$ cat config.mk
export PLATFORM = sky130hd
export DESIGN_NAME = pumpen_leadlag_ctrl
export DESIGN_NICKNAME = d
export VERILOG_FILES = /design/src/rtl/pumpen_leadlag_ctrl.sv
export SDC_FILE = /design/constraint.sdc
export NUM_CORES = 1
export LEC_CHECK = 0
export CORE_ASPECT_RATIO = 0.9
export CORE_MARGIN = 8
export CORE_UTILIZATION = 32
export DETAILED_ROUTE_END_ITERATION = 8
export PLACE_DENSITY = 0.45
export SYNTH_ARGS = -nofsm -noshare
export SYNTH_HDL_FRONTEND = slang
export SYNTH_SLANG_ARGS = --single-unit
$ cat constraint.sdc
create_clock -name clk_i -period 2.7 [get_ports clk_i]
set_input_delay 0.54 -clock clk_i [delete_from_list [all_inputs] [get_ports clk_i]]
set_output_delay 0.54 -clock clk_i [all_outputs]
set_load 0.02 [all_outputs]
$ cat src/rtl/pumpen_leadlag_ctrl.sv
// Lead/lag scheduler for a two-pump drainage station: synchronized level sensors drive a
// four-state controller with minimum on/off times, delayed lag start and lead rotation.
module pumpen_leadlag_ctrl #(
    parameter int unsigned MIN_ON    = 16,
    parameter int unsigned MIN_OFF   = 16,
    parameter int unsigned LAG_DELAY = 32,
    parameter int unsigned CW        = 8
) (
    input  logic       clk_i,
    input  logic       rst_i,
    input  logic [2:0] x_i,
    output logic [1:0] y_o,
    output logic       lead_o,
    output logic       fault_o
);

    typedef enum logic [1:0] {StIdle, StLead, StBoth, StFault} state_e;

    localparam logic [CW-1:0] MinOn    = CW'(MIN_ON);
    localparam logic [CW-1:0] MinOff   = CW'(MIN_OFF);
    localparam logic [CW-1:0] LagDelay = CW'(LAG_DELAY);

    state_e        st_q, st_d;
    logic [2:0]    sync1_q, sync2_q;
    logic          lead_q, lead_d;
    logic          fault_q, fault_d;
    logic [1:0]    y_q, y_d;
    logic [CW-1:0] off_q, off_d;
    logic [CW-1:0] run_q, run_d;
    logic [CW-1:0] lag_q, lag_d;
    logic [CW-1:0] off_inc, run_inc, lag_inc;
    logic          lvl_l, lvl_h, lvl_a, fault_cond;

    // Saturating increment; the incremented value counts the current cycle as elapsed.
    function automatic logic [CW-1:0] sat_inc(input logic [CW-1:0] v, input logic [CW-1:0] lim);
        return (v >= lim) ? lim : v + CW'(1);
    endfunction

    assign lvl_l      = sync2_q[0];
    assign lvl_h      = sync2_q[1];
    assign lvl_a      = sync2_q[2];
    assign fault_cond = (lvl_h & ~lvl_l) | (lvl_a & ~lvl_h);

    assign off_inc = sat_inc(off_q, MinOff);
    assign run_inc = sat_inc(run_q, MinOn);
    assign lag_inc = sat_inc(lag_q, LagDelay);

    always_comb begin
        st_d   = st_q;
        lead_d = lead_q;
        off_d  = '0;
        run_d  = run_q;
        lag_d  = '0;
        unique case (st_q)
            StIdle: begin
                off_d = off_inc;
                if (fault_cond) begin
                    st_d  = StFault;
                    off_d = '0;
                end else if (lvl_h && (off_inc >= MinOff)) begin
                    st_d  = StLead;
                    off_d = '0;
                    run_d = '0;
                end
            end
            StLead: begin
                run_d = run_inc;
                lag_d = lvl_h ? lag_inc : '0;
                if (fault_cond) begin
                    st_d  = StFault;
                    lag_d = '0;
                end else if (!lvl_l && (run_inc >= MinOn)) begin
                    st_d   = StIdle;
                    lead_d = ~lead_q;
                    lag_d  = '0;
                end else if (lvl_a || (lvl_h && (lag_inc >= LagDelay))) begin
                    st_d  = StBoth;
                    lag_d = '0;
                end
            end
            StBoth: begin
                run_d = run_inc;
                if (fault_cond) begin
                    st_d = StFault;
                end else if (!lvl_l && (run_inc >= MinOn)) begin
                    st_d   = StIdle;
                    lead_d = ~lead_q;
                end
            end
            StFault: begin
                st_d = StFault;
            end
        endcase

        fault_d = (st_d == StFault);
        y_d     = 2'b00;
        unique case (st_d)
            StLead:  y_d = lead_d ? 2'b10 : 2'b01;
            StBoth:  y_d = 2'b11;
            default: y_d = 2'b00;
        endcase
    end

    always_ff @(posedge clk_i) begin
        if (rst_i) begin
            sync1_q <= '0;
            sync2_q <= '0;
            st_q    <= StIdle;
            lead_q  <= 1'b0;
            fault_q <= 1'b0;
            y_q     <= 2'b00;
            off_q   <= MinOff;
            run_q   <= '0;
            lag_q   <= '0;
        end else begin
            sync1_q <= x_i;
            sync2_q <= sync1_q;
            st_q    <= st_d;
            lead_q  <= lead_d;
            fault_q <= fault_d;
            y_q     <= y_d;
            off_q   <= off_d;
            run_q   <= run_d;
            lag_q   <= lag_d;
        end
    end

    assign y_o     = y_q;
    assign lead_o  = lead_q;
    assign fault_o = fault_q;

endmodule

After elaboration in Yosys (flattened, before gate mapping):

Index checks and enable logic that the tools add are counted.

* reduce and logical (&&, ||, !) cells: 11
* bitwise operators: 8
* add/sub/neg operators: 3
* magnitude comparators: 6
* equality and inequality tests: 8
* multiplexer cells: 22

Operator list (count)
* 2-to-1 mux 8 bit: 5
* greater-or-equal comparator 8 x 5 -> 1 bit (second input constant): 4
* adder 8 x 1 -> 8 bit (second input constant): 3
* greater-or-equal comparator 8 x 6 -> 1 bit (second input constant): 2
* 2-to-1 mux 2 bit: 8
* case mux 8 bit (2 select lines): 1
* 2-to-1 mux 5 bit: 3
* == test 2 bit (second input constant): 4
* case mux 2 bit (4 select lines): 1
* OR reduction 6 bit: 1
* NOT 1 bit: 5
* == test 2 x 1 -> 1 bit (second input constant): 2
* != test 2 bit (second input constant): 2
* case mux 2 bit (2 select lines): 1
* OR reduction 4 bit: 1
* logical AND 1 bit: 3
* 2-to-1 mux 1 bit: 3
* AND reduction 3 bit: 1
* bitwise AND 1 bit: 2
* logical NOT 2 bit: 1
* nonzero test 2 bit: 1
* OR reduction 2 bit: 1
* logical NOT 1 bit: 1
* logical OR 1 bit: 1
* OR 1 bit: 1

* input bits: 5
* word-level logic and storage cells: 68
* flip-flop bits (word level): 36

Depth between registers and ports, before layout:

* word-level depth: 11
* gate-level depth with buffers: 11
* mapped depth without buffers: 11

Worst setup path after synthesis:

No wires, ideal clock.

* kind: register -> register
* start point: register st_q[0]
* end point: register y_q[1] (netlist: y_o[1])
* slack: 0.428 ns
* setup time: 0.059 ns
* period minus slack after synthesis: 2.272 ns
* stages on the path, launching flop included: 10
* arrival time: 2.212 ns
* cells stage by stage: dfxtp_1 inv_1 ha_1 or4_1 nor2_1 nor3_1 ha_1 nor4b_1 mux2i_1 nand2_1

* longest elaborated chain between the ends: 6
* elaborated cells on any way between the ends: 18
* those cells by class: eq/ne (5); mux (11); reduce/logical (2)

RTL lines
* from (decl): line 23 `state_e st_q, st_d;`
* from (signal assigned): line 108 `st_q <= StIdle;`
* from (signal assigned): line 118 `st_q <= st_d;`
* 2-to-1 mux 2 bit: line 76 `end else if (lvl_a || (lvl_h && (lag_inc >= LagDelay))) begin`
* 2-to-1 mux 2 bit: line 72 `end else if (!lvl_l && (run_inc >= MinOn)) begin`
* 2-to-1 mux 2 bit: line 69 `if (fault_cond) begin`
* case mux 2 bit (4 select lines) (*): line 54 `unique case (st_q)`
* via st_d[0]: line 23
* == test 2 bit or == test 2 x 1 -> 1 bit (tied branches): line 97 `unique case (st_d)`
* case mux 2 bit (2 select lines) (*): line 97
* to (signal assigned): line 121 `y_q <= y_d;`
* to (decl): line 27 `logic [1:0] y_q, y_d;`

Mark *: on every way through the listed nets, which the timed path passes. The rest lies on a longest branch.
A chain may end at the register's enable or synchronous reset.

Final worst setup path:

* start point: register st_q[0]
* end point: register y_q[0] (netlist: y_o[0])

The elaborated chain is that of the path after synthesis.

==> impl_metrics.csv <==
group,metric,value,unit
global_routing,grt_pass1_wl,5580,um
placed_design,place_hpwl,2500,um
global_routing,grt_overflow_total,0,
global_routing,grt_usage,8.89,%
yosys,ys_types,43,
yosys,ys_seq_elements,36,
floorplanning,design.die.area,7690,sq um
critical_path,criticalPathCategory,"reg2reg",
critical_path,worstReg2RegStart,"st_q[0]",
drt,wl_per_cell,12.7,um
placed_design,portBuffers,8,
clocking,htree_levels,2,
critical_path,critPathBufInv,1,
pwr,power.density,721,nW/um^2
timing,layout_min_cycle_time,2.51,ns
clocking,clk_latency,0.28,ns
yosys,syn_area_per_cell,9.50,sq um
hold_path,hp-class,"reg2reg",
critical_path,crit_fanout,8,
yosys,yosysWarnings,0,
critical_path,critPathTopFamily,"simple AND/OR/NAND/NOR gates",
final_layout,drive_gt1_share,9.23,%
clocking,post_cts_buffers,0,
critical_path,crit_required,2.93,ns
timing,finalClockSkew,0.00486,ns
clocking,cts_buffer_depth,2,
yosys,synth.area.top_cells,"dfxtp_1 (44%), ha_1 (11%), nand3_1 (3.7%)",
critical_path,worstPathArrival,2.74,ns
timing,fin_ws,0.189,ns
timing,maxClockFrequency,398,MHz
timing,slew_headroom,64.6,%
critical_path,r2r_cells,9,
floorplanning,start_util,33.6,%
drt,route.detailed.drc,0,
clocking,cts_tree,"built",
clocking,numCtsBuffers,5,
critical_path,regToRegSetupSlack,0.19,ns
timing,whs,0.436,ns
timing,maxSlewViolCount,0,
global_routing,grt_pass1_vias,1215,
drt,postRouteWirelength,3300,um
critical_path,critPathCaptureType,"flop",
job,max_cap_viol_count,0,
critical_path,crit_slowest_cell,"or4_1",
final_layout,fill_cells,486,
timing,finalSetupViolations,0,
critical_path,path_common_cell,"ha_1",
yosys,synth_area_leader_cell,"dfxtp_1",
drt,drt_iter0_markers,59,
final_layout,area.growth.synth_to_final,18.8,%
critical_path,r2r-end,"y_o[0]",
critical_path,path_cells,"inv_1 > ha_1 > or4_1 > nor2_1 > nor3_1 > ha_1 > nor4b_2 > mux2i_1 > nand2_1",
floorplanning,die_x,91.5,um
pwr,p_leak,0.767,nW
placed_design,place_congestion,0.841,
yosys,seq_area_frac_synth,43.9,%
final_layout,diodes,0,
hold_path,worstHoldStart,"sync1_q[0]",
final_layout,final_cell_mix,"dfxtp_1 (36), ha_1 (14), inv_1 (13), nor2_1 (13), nand3_1 (12)",
final_layout,nets,213,
yosys,syn_area,1640,sq um
drt,vias,1260,
critical_path,slowest_delay,0.50,ns
drt,dr.pass1.iters,4,
clocking,clk_pin_slew,0.07,ns
floorplanning,num_rows,24,
clocking,root_buffer,"clkbuf_8",
drt,antenna_left,0,
drt,viasPerCell,4.85,
final_layout,final_common_cell,"dfxtp_1",
hold_path,hold_end,"sync2_q[0]",
clocking,cts.sink_count,36,
critical_path,start_kind,"flop",
global_routing,grt_max_degree,14,
clocking,cts_resized,0,
clocking,postCtsHoldBufs,0,
placed_design,preCtsSetupSlack,0.184,ns
timing,worstMarginPinSlew,0.529,ns
floorplanning,num_io_pins,9,
timing,fin_crit_sh,93.0,%
yosys,synth_top_area_share,43.9,%
run_status,run_status,"complete, no violations",
hold_path,timing.hold.worst_path_depth,1,
floorplanning,die_h,84.0,um
yosys,synthCells,173,
floorplanning,core,4890,sq um
pwr,ir_drop,0.319,mV
timing,hold_violations,0,
global_routing,antenna_found_initial,0,
## routing by layer
layer,up-vias,wire (um),global-route usage [%]
li1,644,-,-
met1,592,1580,10.5
met2,17,1540,14.0
met3,7,123,3.15
met4,0,51,4.01
met5,-,0,0
## layout make-up
class                   instances  area (sq um)  area share, %
flip-flops and latches         36           721           36.9
clock inverters                 2          35.0           1.79
repair buffers                 11           103           5.26
inverters                      13          48.8           2.50
clock buffers                   6          72.6           3.72
multi-input cells             127           891           45.6
well taps                      65          81.3           4.17
## per-stage QoR
stage | utilization [%] | total power, W | cells | area [sq um] | TNS [ns]
2_1_floorplan | - | 0.000852 | 178 | 1660 | 0
4_1_cts | 39.7 | 0.00141 | 260 | 1950 | 0
3_3_place_gp | 37.6 | 0.000942 | 252 | 1840 | 0
3_5_place_dp | 37.6 | 0.000949 | 252 | 1840 | 0
5_1_grt | 39.9 | 0.00149 | 260 | 1950 | -0.00317
6_report | 39.9 | 0.00141 | 260 | 1950 | 0
## Yosys cell counts (all sizes together)
master	instances
a21oi	8
a21o	1
nand2b	1
o31a	1
a211o	1
o2bb2ai	1
a2111oi	1
nor2b	9
or3	2
o221ai	1
a31oi	1
mux2i	2
a32o	1
nor4b	1
conb	1
o21ai	2
nor3b	5
clkbuf	2
nand2	11
xnor2	2
nand3	12
and3	3
nand4	1
ha	14
nor2	13
dfxtp	36
o211ai	5
and2	2
o2111ai	1
o32a	2
o22a	1
nor4	4
or4	4
xor2	4
a32oi	1
a211oi	1
inv	13
nor3	2
## flip-flops by register name, summed over array words and instances, names as in the netlist
signal and count:
st_q 2, lag_q 8, y_o 2, sync1_q 3, run_q 8, sync2_q 3, fault_o 1, lead_o 1
off_q 8
## worst max path at each step
stage             from  endpoint  slack [ns]  cells past startpoint
3_5_place_dp   st_q[0]    y_o[0]        0.18                      9
6_report       st_q[0]    y_o[0]        0.19                      9
4_1_cts        st_q[0]    y_o[0]        0.15                      9
5_1_grt        st_q[0]    y_o[0]      -0.003                      9
3_3_place_gp   st_q[0]    y_o[1]        0.30                      9
2_1_floorplan  st_q[0]    y_o[1]        0.43                      9
## worst reg2reg max path, cell delays in order (launching register included)
cell and delay (ns):
dfxtp_1 0.41, inv_1 0.11, ha_1 0.29, or4_1 0.50, nor2_1 0.17, nor3_1 0.10
ha_1 0.33, nor4b_2 0.35, mux2i_1 0.12, nand2_1 0.08
## where the power goes
group	switching [W]	total, W	internal, W
logic	0.000206	0.000353	0.000147
registers	0.0000258	0.000595	0.000569
clock network	0.000185	0.000459	0.000274
total	0.000417	0.00141	0.000990
## cell families (layout without fill, tap and decap cells)
family	count (synthesis)	after routing	synth area share [%]
xor+xnor	6	6	3.20
other cells	1	6	0.228
simple gates	70	70	23.8
mux	2	2	1.22
compound gates	29	29	13.6
flops	36	36	43.9
buf+inv	15	32	3.43
fa+ha+maj	14	14	10.7
No activity file was read; power rests on OpenSTA's default activity.
